[src/rtl/toggle_seq_pkg.sv]
// Shared types and width helpers for the toggle sequencer.
package toggle_seq_pkg;

    typedef enum logic [1:0] {StIdle, StRun, StGap, StDone} state_e;

    // Bits needed to hold values 0..max_val, never less than one.
    function automatic int unsigned cnt_w(input int unsigned max_val);
        return (max_val < 1) ? 1 : $clog2(max_val + 1);
    endfunction

endpackage

[src/rtl/toggle_seq_ctrl_if.sv]
// Control/status bundle between the button logic and the LED sequencer.
interface toggle_seq_ctrl_if #(
    parameter int unsigned NUM_CH = 4
) ();

    localparam int unsigned SelW = $clog2(NUM_CH);

    logic              i_Start;
    logic              i_Stop;
    logic              i_Loop;
    logic [SelW-1:0]   o_Sel;
    logic [NUM_CH-1:0] o_Ch;
    logic              o_Busy;
    logic              o_Done;

    modport master (
        output i_Start, i_Stop, i_Loop,
        input  o_Sel, o_Ch, o_Busy, o_Done
    );

    modport slave (
        input  i_Start, i_Stop, i_Loop,
        output o_Sel, o_Ch, o_Busy, o_Done
    );

endinterface

[src/rtl/toggle_seq_ctrl_tick_timer.sv]
// Free-running divider: one-cycle tick every COUNT_LIMIT enabled clocks; clr_i zeroes it.
module tick_timer
    import toggle_seq_pkg::*;
#(
    parameter int unsigned COUNT_LIMIT = 10
) (
    input  logic clk_i,
    input  logic rst_i,
    input  logic en_i,
    input  logic clr_i,
    output logic tick_o
);

    localparam int unsigned     CntW   = cnt_w(COUNT_LIMIT - 1);
    localparam logic [CntW-1:0] CntMax = CntW'(COUNT_LIMIT - 1);

    logic [CntW-1:0] cnt_q;

    always_ff @(posedge clk_i) begin
        if (rst_i || clr_i) begin
            cnt_q <= '0;
        end else if (en_i) begin
            cnt_q <= (cnt_q == CntMax) ? '0 : cnt_q + CntW'(1);
        end
    end

    assign tick_o = en_i && (cnt_q == CntMax);

endmodule

[src/rtl/toggle_seq_ctrl.sv]
// Steps one blink timer across NUM_CH LED channels with a low gap between visits.
// Optional macro TOGGLE_SEQ_PINGPONG_EN: reverse direction at the ends instead of wrapping.
module toggle_seq_ctrl
    import toggle_seq_pkg::*;
#(
    parameter int unsigned NUM_CH         = 4,
    parameter int unsigned COUNT_LIMIT    = 10,
    parameter int unsigned TOGGLES_PER_CH = 4,
    parameter int unsigned GAP_CYCLES     = 5
) (
    input  logic             i_Clk,
    input  logic             i_Reset,
    toggle_seq_ctrl_if.slave bus
);

    localparam int unsigned     SelW    = $clog2(NUM_CH);
    localparam int unsigned     TogW    = cnt_w(TOGGLES_PER_CH);
    localparam int unsigned     GapW    = cnt_w(GAP_CYCLES - 1);
    localparam logic [SelW-1:0] SelLast = SelW'(NUM_CH - 1);
    localparam logic [TogW-1:0] TogLast = TogW'(TOGGLES_PER_CH - 1);
    localparam logic [GapW-1:0] GapLast = GapW'(GAP_CYCLES - 1);

    state_e            state_q;
    logic [SelW-1:0]   sel_q;
    logic [NUM_CH-1:0] ch_q;
    logic              busy_q;
    logic              done_q;
    logic [TogW-1:0]   tog_q;
    logic [GapW-1:0]   gap_q;
    logic              run_en;
    logic              tick_clr;
    logic              tick;
`ifdef TOGGLE_SEQ_PINGPONG_EN
    logic              rev_q;
`endif

    assign run_en   = (state_q == StRun);
    assign tick_clr = bus.i_Stop || !run_en;

    tick_timer #(
        .COUNT_LIMIT(COUNT_LIMIT)
    ) u_tick (
        .clk_i (i_Clk),
        .rst_i (i_Reset),
        .en_i  (run_en),
        .clr_i (tick_clr),
        .tick_o(tick)
    );

    always_ff @(posedge i_Clk) begin
        if (i_Reset || bus.i_Stop) begin
            state_q <= StIdle;
            sel_q   <= '0;
            ch_q    <= '0;
            busy_q  <= 1'b0;
            done_q  <= 1'b0;
            tog_q   <= '0;
            gap_q   <= '0;
`ifdef TOGGLE_SEQ_PINGPONG_EN
            rev_q   <= 1'b0;
`endif
        end else begin
            done_q <= 1'b0;
            unique case (state_q)
                StIdle: begin
                    if (bus.i_Start) begin
                        state_q <= StRun;
                        sel_q   <= '0;
                        tog_q   <= '0;
                        busy_q  <= 1'b1;
`ifdef TOGGLE_SEQ_PINGPONG_EN
                        rev_q   <= 1'b0;
`endif
                    end
                end
                StRun: begin
                    if (tick) begin
                        tog_q <= tog_q + TogW'(1);
                        // Final toggle is the falling one, so clearing all bits is equivalent.
                        if (tog_q == TogLast) begin
                            state_q <= StGap;
                            ch_q    <= '0;
                            gap_q   <= '0;
                        end else begin
                            ch_q[sel_q] <= ~ch_q[sel_q];
                        end
                    end
                end
                StGap: begin
                    if (gap_q != GapLast) begin
                        gap_q <= gap_q + GapW'(1);
                    end else begin
                        gap_q <= '0;
                        tog_q <= '0;
`ifdef TOGGLE_SEQ_PINGPONG_EN
                        if (!rev_q) begin
                            if (sel_q != SelLast) begin
                                sel_q   <= sel_q + SelW'(1);
                                state_q <= StRun;
                            end else if (bus.i_Loop) begin
                                rev_q   <= 1'b1;
                                sel_q   <= sel_q - SelW'(1);
                                state_q <= StRun;
                            end else begin
                                state_q <= StDone;
                                busy_q  <= 1'b0;
                                done_q  <= 1'b1;
                            end
                        end else if (sel_q != '0) begin
                            sel_q   <= sel_q - SelW'(1);
                            state_q <= StRun;
                        end else begin
                            rev_q   <= 1'b0;
                            sel_q   <= sel_q + SelW'(1);
                            state_q <= StRun;
                        end
`else
                        if (sel_q != SelLast) begin
                            sel_q   <= sel_q + SelW'(1);
                            state_q <= StRun;
                        end else if (bus.i_Loop) begin
                            sel_q   <= '0;
                            state_q <= StRun;
                        end else begin
                            state_q <= StDone;
                            busy_q  <= 1'b0;
                            done_q  <= 1'b1;
                        end
`endif
                    end
                end
                StDone: begin
                    state_q <= StIdle;
                end
                default: begin
                    state_q <= StIdle;
                end
            endcase
        end
    end

    assign bus.o_Sel  = sel_q;
    assign bus.o_Ch   = ch_q;
    assign bus.o_Busy = busy_q;
    assign bus.o_Done = done_q;

endmodule

[src/flat_wrapper.sv]
// flat-port wrapper written by rule: the top's interface ports become plain ports
module toggle_seq_ctrl_flat import toggle_seq_pkg::*;
#(
    parameter int unsigned NUM_CH         = 4,
    parameter int unsigned COUNT_LIMIT    = 10,
    parameter int unsigned TOGGLES_PER_CH = 4,
    parameter int unsigned GAP_CYCLES     = 5
)
  (i_Clk, i_Reset, bus_i_Start, bus_i_Stop, bus_i_Loop, bus_o_Sel, bus_o_Ch, bus_o_Busy, bus_o_Done);
  toggle_seq_ctrl_if #(.NUM_CH(NUM_CH)) bus_i ();
  input  logic i_Clk;
  input  logic i_Reset;
  input wire logic [$bits(bus_i.i_Start)-1:0] bus_i_Start;
  input wire logic [$bits(bus_i.i_Stop)-1:0] bus_i_Stop;
  input wire logic [$bits(bus_i.i_Loop)-1:0] bus_i_Loop;
  output wire logic [$bits(bus_i.o_Sel)-1:0] bus_o_Sel;
  output wire logic [$bits(bus_i.o_Ch)-1:0] bus_o_Ch;
  output wire logic [$bits(bus_i.o_Busy)-1:0] bus_o_Busy;
  output wire logic [$bits(bus_i.o_Done)-1:0] bus_o_Done;
  assign bus_i.i_Start = bus_i_Start;
  assign bus_i.i_Stop = bus_i_Stop;
  assign bus_i.i_Loop = bus_i_Loop;
  assign bus_o_Sel = bus_i.o_Sel;
  assign bus_o_Ch = bus_i.o_Ch;
  assign bus_o_Busy = bus_i.o_Busy;
  assign bus_o_Done = bus_i.o_Done;
  toggle_seq_ctrl #(.NUM_CH(NUM_CH), .COUNT_LIMIT(COUNT_LIMIT), .TOGGLES_PER_CH(TOGGLES_PER_CH), .GAP_CYCLES(GAP_CYCLES)) u_core (.i_Clk(i_Clk), .i_Reset(i_Reset), .bus(bus_i));
endmodule
[config.mk]
export PLATFORM = sky130hd
export DESIGN_NAME = toggle_seq_ctrl_flat
export DESIGN_NICKNAME = d
export VERILOG_FILES = /design/src/rtl/toggle_seq_pkg.sv /design/src/rtl/toggle_seq_ctrl_if.sv /design/src/rtl/toggle_seq_ctrl_tick_timer.sv /design/src/rtl/toggle_seq_ctrl.sv /design/src/flat_wrapper.sv
export SDC_FILE = /design/constraint.sdc
export NUM_CORES = 1
export LEC_CHECK = 0
export BUFFER_PORTS_ARGS = -buffer_cell sky130_fd_sc_hd__buf_2
export CAP_MARGIN = 30
export CORE_MARGIN = 8
export CORE_UTILIZATION = 50
export CTS_CLUSTER_DIAMETER = 40
export DETAILED_ROUTE_END_ITERATION = 6
export PLACE_DENSITY = 0.85
export SYNTH_ARGS = -nofsm -noshare
export SYNTH_HDL_FRONTEND = slang
export SYNTH_HIERARCHICAL = 1
export SYNTH_SLANG_ARGS = --single-unit
[constraint.sdc]
create_clock -name i_Clk -period 2.2 [get_ports i_Clk]
set_input_delay 0.44 -clock i_Clk [delete_from_list [all_inputs] [get_ports i_Clk]]
set_output_delay 0.44 -clock i_Clk [all_outputs]
set_load 0.02 [all_outputs]
---- Yosys cells after proc, flatten, opt, wreduce, memory -nomap -nowiden ----
Index checks and enable logic that the tools add are counted.
word-level totals
  input bits .............................. 5
  word-level logic and storage cells ...... 80
  output and inout bits ................... 8
  register bits after elaboration ......... 20
operators by class
  reduce and logical (&&, ||, !) cells .... 17
  bitwise gates (word level) .............. 2
  $lt $le $gt $ge ......................... 2
  equal/unequal tests ..................... 14
  $add $sub $neg .......................... 4
  mux-type cells .......................... 33
operators by type and width
  operator                                                     number
  two-way mux 2 bit                                            10
  two-way mux 3 bit                                            6
  inequality test 2 bit (second input constant)                7
  AND reduction 4 bit                                          3
  one-hot mux 3 bit (3 select lines)                           1
  two-way mux 4 bit                                            2
  one-hot mux 2 bit (4 select lines)                           1
  two-way mux 1 bit                                            7
  adder 3 x 1 -> 3 bit (second input constant)                 2
  one-hot mux 3 bit (2 select lines)                           1
  AND reduction 5 bit                                          1
  adder 4 x 1 -> 4 bit (second input constant)                 1
  bitwise mux 4 bit                                            1
  == test 2 bit (second input constant)                        2
  == test 4 bit (second input constant)                        1
  one-hot mux 2 bit (2 select lines)                           1
  nonzero test 2 bit                                           2
  OR reduction 4 bit                                           1
  == test 3 x 2 -> 1 bit (second input constant)               1
  logical OR 1 bit                                             3
  less-than comparator 2 x 3 -> 1 bit (second input constant)  1
  inequality test 3 x 2 -> 1 bit (second input constant)       1
  inequality test 3 bit (second input constant)                1
  AND reduction 3 bit                                          1
  12 further kinds                                             14

---- Longest topological paths before layout ----
  depth in word-level cells ............... 6
  mapped depth ............................ 8

---- Hierarchy ----
Netlist, hierarchy kept.
modules (own cells, without submodules)
  module           area each (um^2)  instances  cells an instance
  toggle_seq_ctrl  877.1             1          99
  tick_timer       192.7             1          20

---- Worst setup path before layout ----
No wires, ideal clock.
  path type ............................... register to register
  start ................................... register u_core.state_q[0]
  end ..................................... register u_core.ch_q[0] (netlist: u_core/bus.o_Ch[0])
  path slack .............................. 72 ps
  path buffers ............................ 2
  clock period less this slack ............ 2,128 ps
  cell stages (with the launch flop) ...... 9
  setup time .............................. 91 ps
  data arrival time ....................... 2,037 ps
  data required time ...................... 2,109 ps
  path through ............................ dfxtp_1 clkbuf_1 nor2b_1 nand2_2 nor3b_1 and3b_1 clkbuf_1 a21oi_1 a311oi_1
between the ends
  longest elaborated chain between the ends .. 3
ends and longest elaborated chain
  item                                  line                              RTL
  start: declaration                    toggle_seq_ctrl.sv:23             state_e state_q;
  start signal: assignment              toggle_seq_ctrl.sv:52             state_q <= StIdle;
  start signal: assignment              toggle_seq_ctrl.sv:67             state_q <= StRun;
  start signal: assignment              toggle_seq_ctrl.sv:81             state_q <= StGap;
  == test 2 x 1 -> 1 bit                toggle_seq_ctrl.sv:37             assign run_en = (state_q == StRun);
  net u_core.run_en                     toggle_seq_ctrl.sv:30             logic run_en;
  logical AND 1 bit                     toggle_seq_ctrl_tick_timer.sv:27  assign tick_o = en_i && (cnt_q == CntMax);
  net u_core.tick                       toggle_seq_ctrl.sv:32             logic tick;
  AND reduction 2 bit (no source line)  --
  end signal: indexed assignment        toggle_seq_ctrl.sv:85             ch_q[sel_q] <= ~ch_q[sel_q];
  end: declaration                      toggle_seq_ctrl.sv:25             logic [NUM_CH-1:0] ch_q;
The timed path passes the listed nets, and every way through them passes these cells.
A chain may end at the register's enable or synchronous reset.

---- Final worst setup path ----
  start ................................... register u_core.state_q[0]
  end ..................................... register u_core.ch_q[2] (netlist: u_core/bus.o_Ch[2])
The elaborated chain is that of the path after synthesis.

==> results.json <==
{
  "diodes": 0,
  "syn_area_mm2": 0.00107,
  "fp.dieW_um": 62.3,
  "power_leakage_uw": 0.000455,
  "relSlewSlack_pct": 79.3,
  "setup_viol": 0,
  "min_to": "u_core/bus.o_Done",
  "crit_path_max_fanout": 11,
  "synth_top_area_share_pct": 37.4,
  "tns_ps": 0,
  "core_region_area_mm2": 0.00198,
  "num-fill-cells": 162,
  "drt-initial-drc-count": 51,
  "synthTopCellsByCount": "20 x dfxtp_1, 10 x a21oi_1, 9 x ha_1, 9 x nand2_1, 8 x nand3_1",
  "drv_slew": 0,
  "maxCapViolCount": 0,
  "wl_per_cell_um": 15.1,
  "violations": "DRC",
  "grt.total_usage_pct": 12.6,
  "placed_cells": 155,
  "yosysTopAreaCell": "dfxtp_1",
  "place_congestion": 0.816,
  "clk_path_buf_depth": 2,
  "required_ps": 2430,
  "cts_tree": "built",
  "placed_area_mm2": 0.00116,
  "final-hold-violation-count": 0,
  "synthTopCellsByArea": "dfxtp_1 37%, ha_1 11%, a21oi_1 4.7%",
  "worst_setup_path_end_kind": "register",
  "io_pins": 13,
  "synth.distinct_cells": 37,
  "worst_pin_slew_ps": 308,
  "fmax_ghz": 0.535,
  "hold_class": "primary input to register",
  "min_from": "bus_i_Loop",
  "synth_top_family_by_area": "simple AND/OR/NAND/NOR gates",
  "ys_warn_count": 6,
  "post-route-util_pct": 61.5,
  "start_util_pct": 54.0,
  "rsz0062_at_grt": "no",
  "fin_crit_sh_pct": 85.0,
  "synth_edf_count": 0,
  "synthArstFlopShare_pct": 0,
  "drc": 1,
  "antenna_found_initial": 0,
  "run_status": "finished with violations",
  "final_cells": 159,
  "layout_min_cycle_time_ps": 1870,
  "cts.sinks": 20,
  "area_growth_syn_to_layout_pct": 13.9,
  "synthAdderAreaFrac_pct": 10.5,
  "clock_latency_ps": 320,
  "power_density_mw_per_mm2": 576,
  "worstSetupPathType": "register to register",
  "dieArea_mm2": 0.00388,
  "peakVddDrop_mv": 0.566,
  "totalWireLength_mm": 2.40,
  "synth-seq-cells": 20,
  "postCtsHoldBufs": 0,
  "fin_area_mm2": 0.00122,
  "postCtsSetupRepairBufs": 0,
  "r2r-end": "u_core/bus.o_Ch[2]",
  "avgViaCountPerCell": 5.86,
  "synth-compound-area-share_pct": 15.3,
  "die_h_um": 62.3,
  "portBuffers": 12,
  "drtPass1Iterations": 7,
  "rows": 16,
  "synth-simple-area-share_pct": 28.2,
  "synthMostInstantiatedCell": "dfxtp_1",
  "synth_area_per_cell_um2": 8.99,
  "grt_max_degree": 13,
  "startpoint_type": "register",
  "drive_above_1_share_pct": 18.9,
  "worstPathArrival_ps": 2100,
  "fin_worst_skew_ps": 14.8,
  "cts_made_buffers": 3,
  "ys.flop_type": "dfxtp_1",
  "clk_pin_slew_worst_paths_ps": 130,
  "h-tree-depth": 1,
  "finalNetCount": 147,
  "ff2ff_setup_slack_ps": 330,
  "via_count": 931,
  "r2r_start": "u_core/state_q[0]",
  "grt_pass1_wl_mm": 4.10,
  "synthMuxAreaShare_pct": 3.04,
  "synthCells": 119,
  "yosysSeqAreaShare_pct": 37.4,
  "first_global_vias": 870,
  "dp_hpwl_mm": 1.80,
  "ant_nets": 0,
  "reg2reg_depth": 6,
  "grt-ovfl-total": 0,
  "syn-num-nets": 133,
  "root_buffer": "clkbuf_4",
  "holdPathStages": 2,
  "synth-xor-area-share_pct": 1.64
}
[worst max-delay path by stage]
| stage | from | to | cells past startpoint | slack, ps |
|---|---|---|---|---|
| final | u_core/state_q[0] | u_core/bus.o_Ch[2] | 6 | 330 |
| after global routing | u_core/state_q[0] | u_core/bus.o_Ch[2] | 6 | 160 |
| after CTS | u_core/state_q[0] | u_core/bus.o_Ch[2] | 6 | 70 |
| after detailed placement | u_core/state_q[0] | u_core/bus.o_Ch[2] | 6 | 120 |
| after global placement | u_core/state_q[0] | u_core/bus.o_Ch[2] | 6 | 330 |
| after floorplan | u_core/state_q[0] | u_core/bus.o_Ch[0] | 8 | 70 |
[cells by family after synthesis]
logic type      Yosys count
fa+ha+maj                 9
mux                       2
buf+inv                  11
flops                    20
xor+xnor                  2
compound gates           25
simple gates             50
[registers in the layout, indices dropped and copies added, names as in the netlist]
register	count
u_core/gap_q	3
u_core/bus.o_Done	1
u_core/state_q	2
u_core/bus.o_Ch	4
u_core/bus.o_Busy	1
u_core/bus.o_Sel	2
u_core/tog_q	3
u_core/u_tick/cnt_q	4
[final cells by class]
type	instances	area (µm²)	area share, %
multi-input cells	88	634	52.1
flip-flops and latches	20	400	32.9
repair buffers	14	75.1	6.16
well taps	27	33.8	2.77
clock inverters	1	30.0	2.46
clock buffers	3	22.5	1.85
inverters	6	22.5	1.85
[routing by layer]
layer,part of all wire (%),global-route usage (%),vias up
met1,45,16.1,435
met5,0,0,-
met4,0.83,3.70,0
met2,47,19.7,33
li1,-,-,459
met3,6.8,4.12,4
[report_power, final]
group / internal, µW / switching, µW / leakage, µW / total [µW]
Sequential: 364 / 2.56 / 0.000161 / 367
Clock: 184 / 122 / 0.0000279 / 306
Combinational: 11.9 / 17.8 / 0.000265 / 29.7
[critical path, cell delays in order, from the launching register on]
cell and delay, ps:
dfxtp_1 500, nor2b_1 250, nand2_2 100, nor3b_2 280, and3b_2 340, a21oi_1 90
a311oi_1 230
[timing repair]
action / CTS / global route
gates resized for setup: 0 / 2
endpoints found under the setup margin: 0 / 4
endpoints found under the hold margin: 0 / 0
[cell usage in the layout, fill, tap and decap left out, drive strengths merged, types with 2 or more instances in the layout]
| master | synthesis | layout |
|---|---|---|
| or3 | 2 | 2 |
| nor2b | 6 | 6 |
| a311oi | 4 | 4 |
| nor3 | 3 | 3 |
| ha | 9 | 9 |
| a21oi | 10 | 10 |
| and4b | 2 | 2 |
| nand4 | 3 | 3 |
| clkbuf | 5 | 3 |
| nand3 | 8 | 8 |
| nand2 | 10 | 10 |
| a221oi | 2 | 2 |
| dfxtp | 20 | 20 |
| nand2b | 6 | 6 |
| o21ai | 5 | 5 |
| a211oi | 2 | 2 |
| nand4b | 2 | 2 |
| inv | 6 | 6 |
| buf | 0 | 14 |
[per-stage QoR]
| stage | total power (µW) | setup slack (ps) | hold WS, ps |
|---|---|---|---|
| 2_1_floorplan | 391 | 72.0 | 446 |
| 3_3_place_gp | 403 | 325 | 460 |
| 3_5_place_dp | 404 | 125 | 472 |
| 4_1_cts | 709 | 73.1 | 325 |
| 5_1_grt | 721 | 160 | 333 |
| 6_report | 702 | 330 | 335 |
Power figures use the tool's default switching activity.
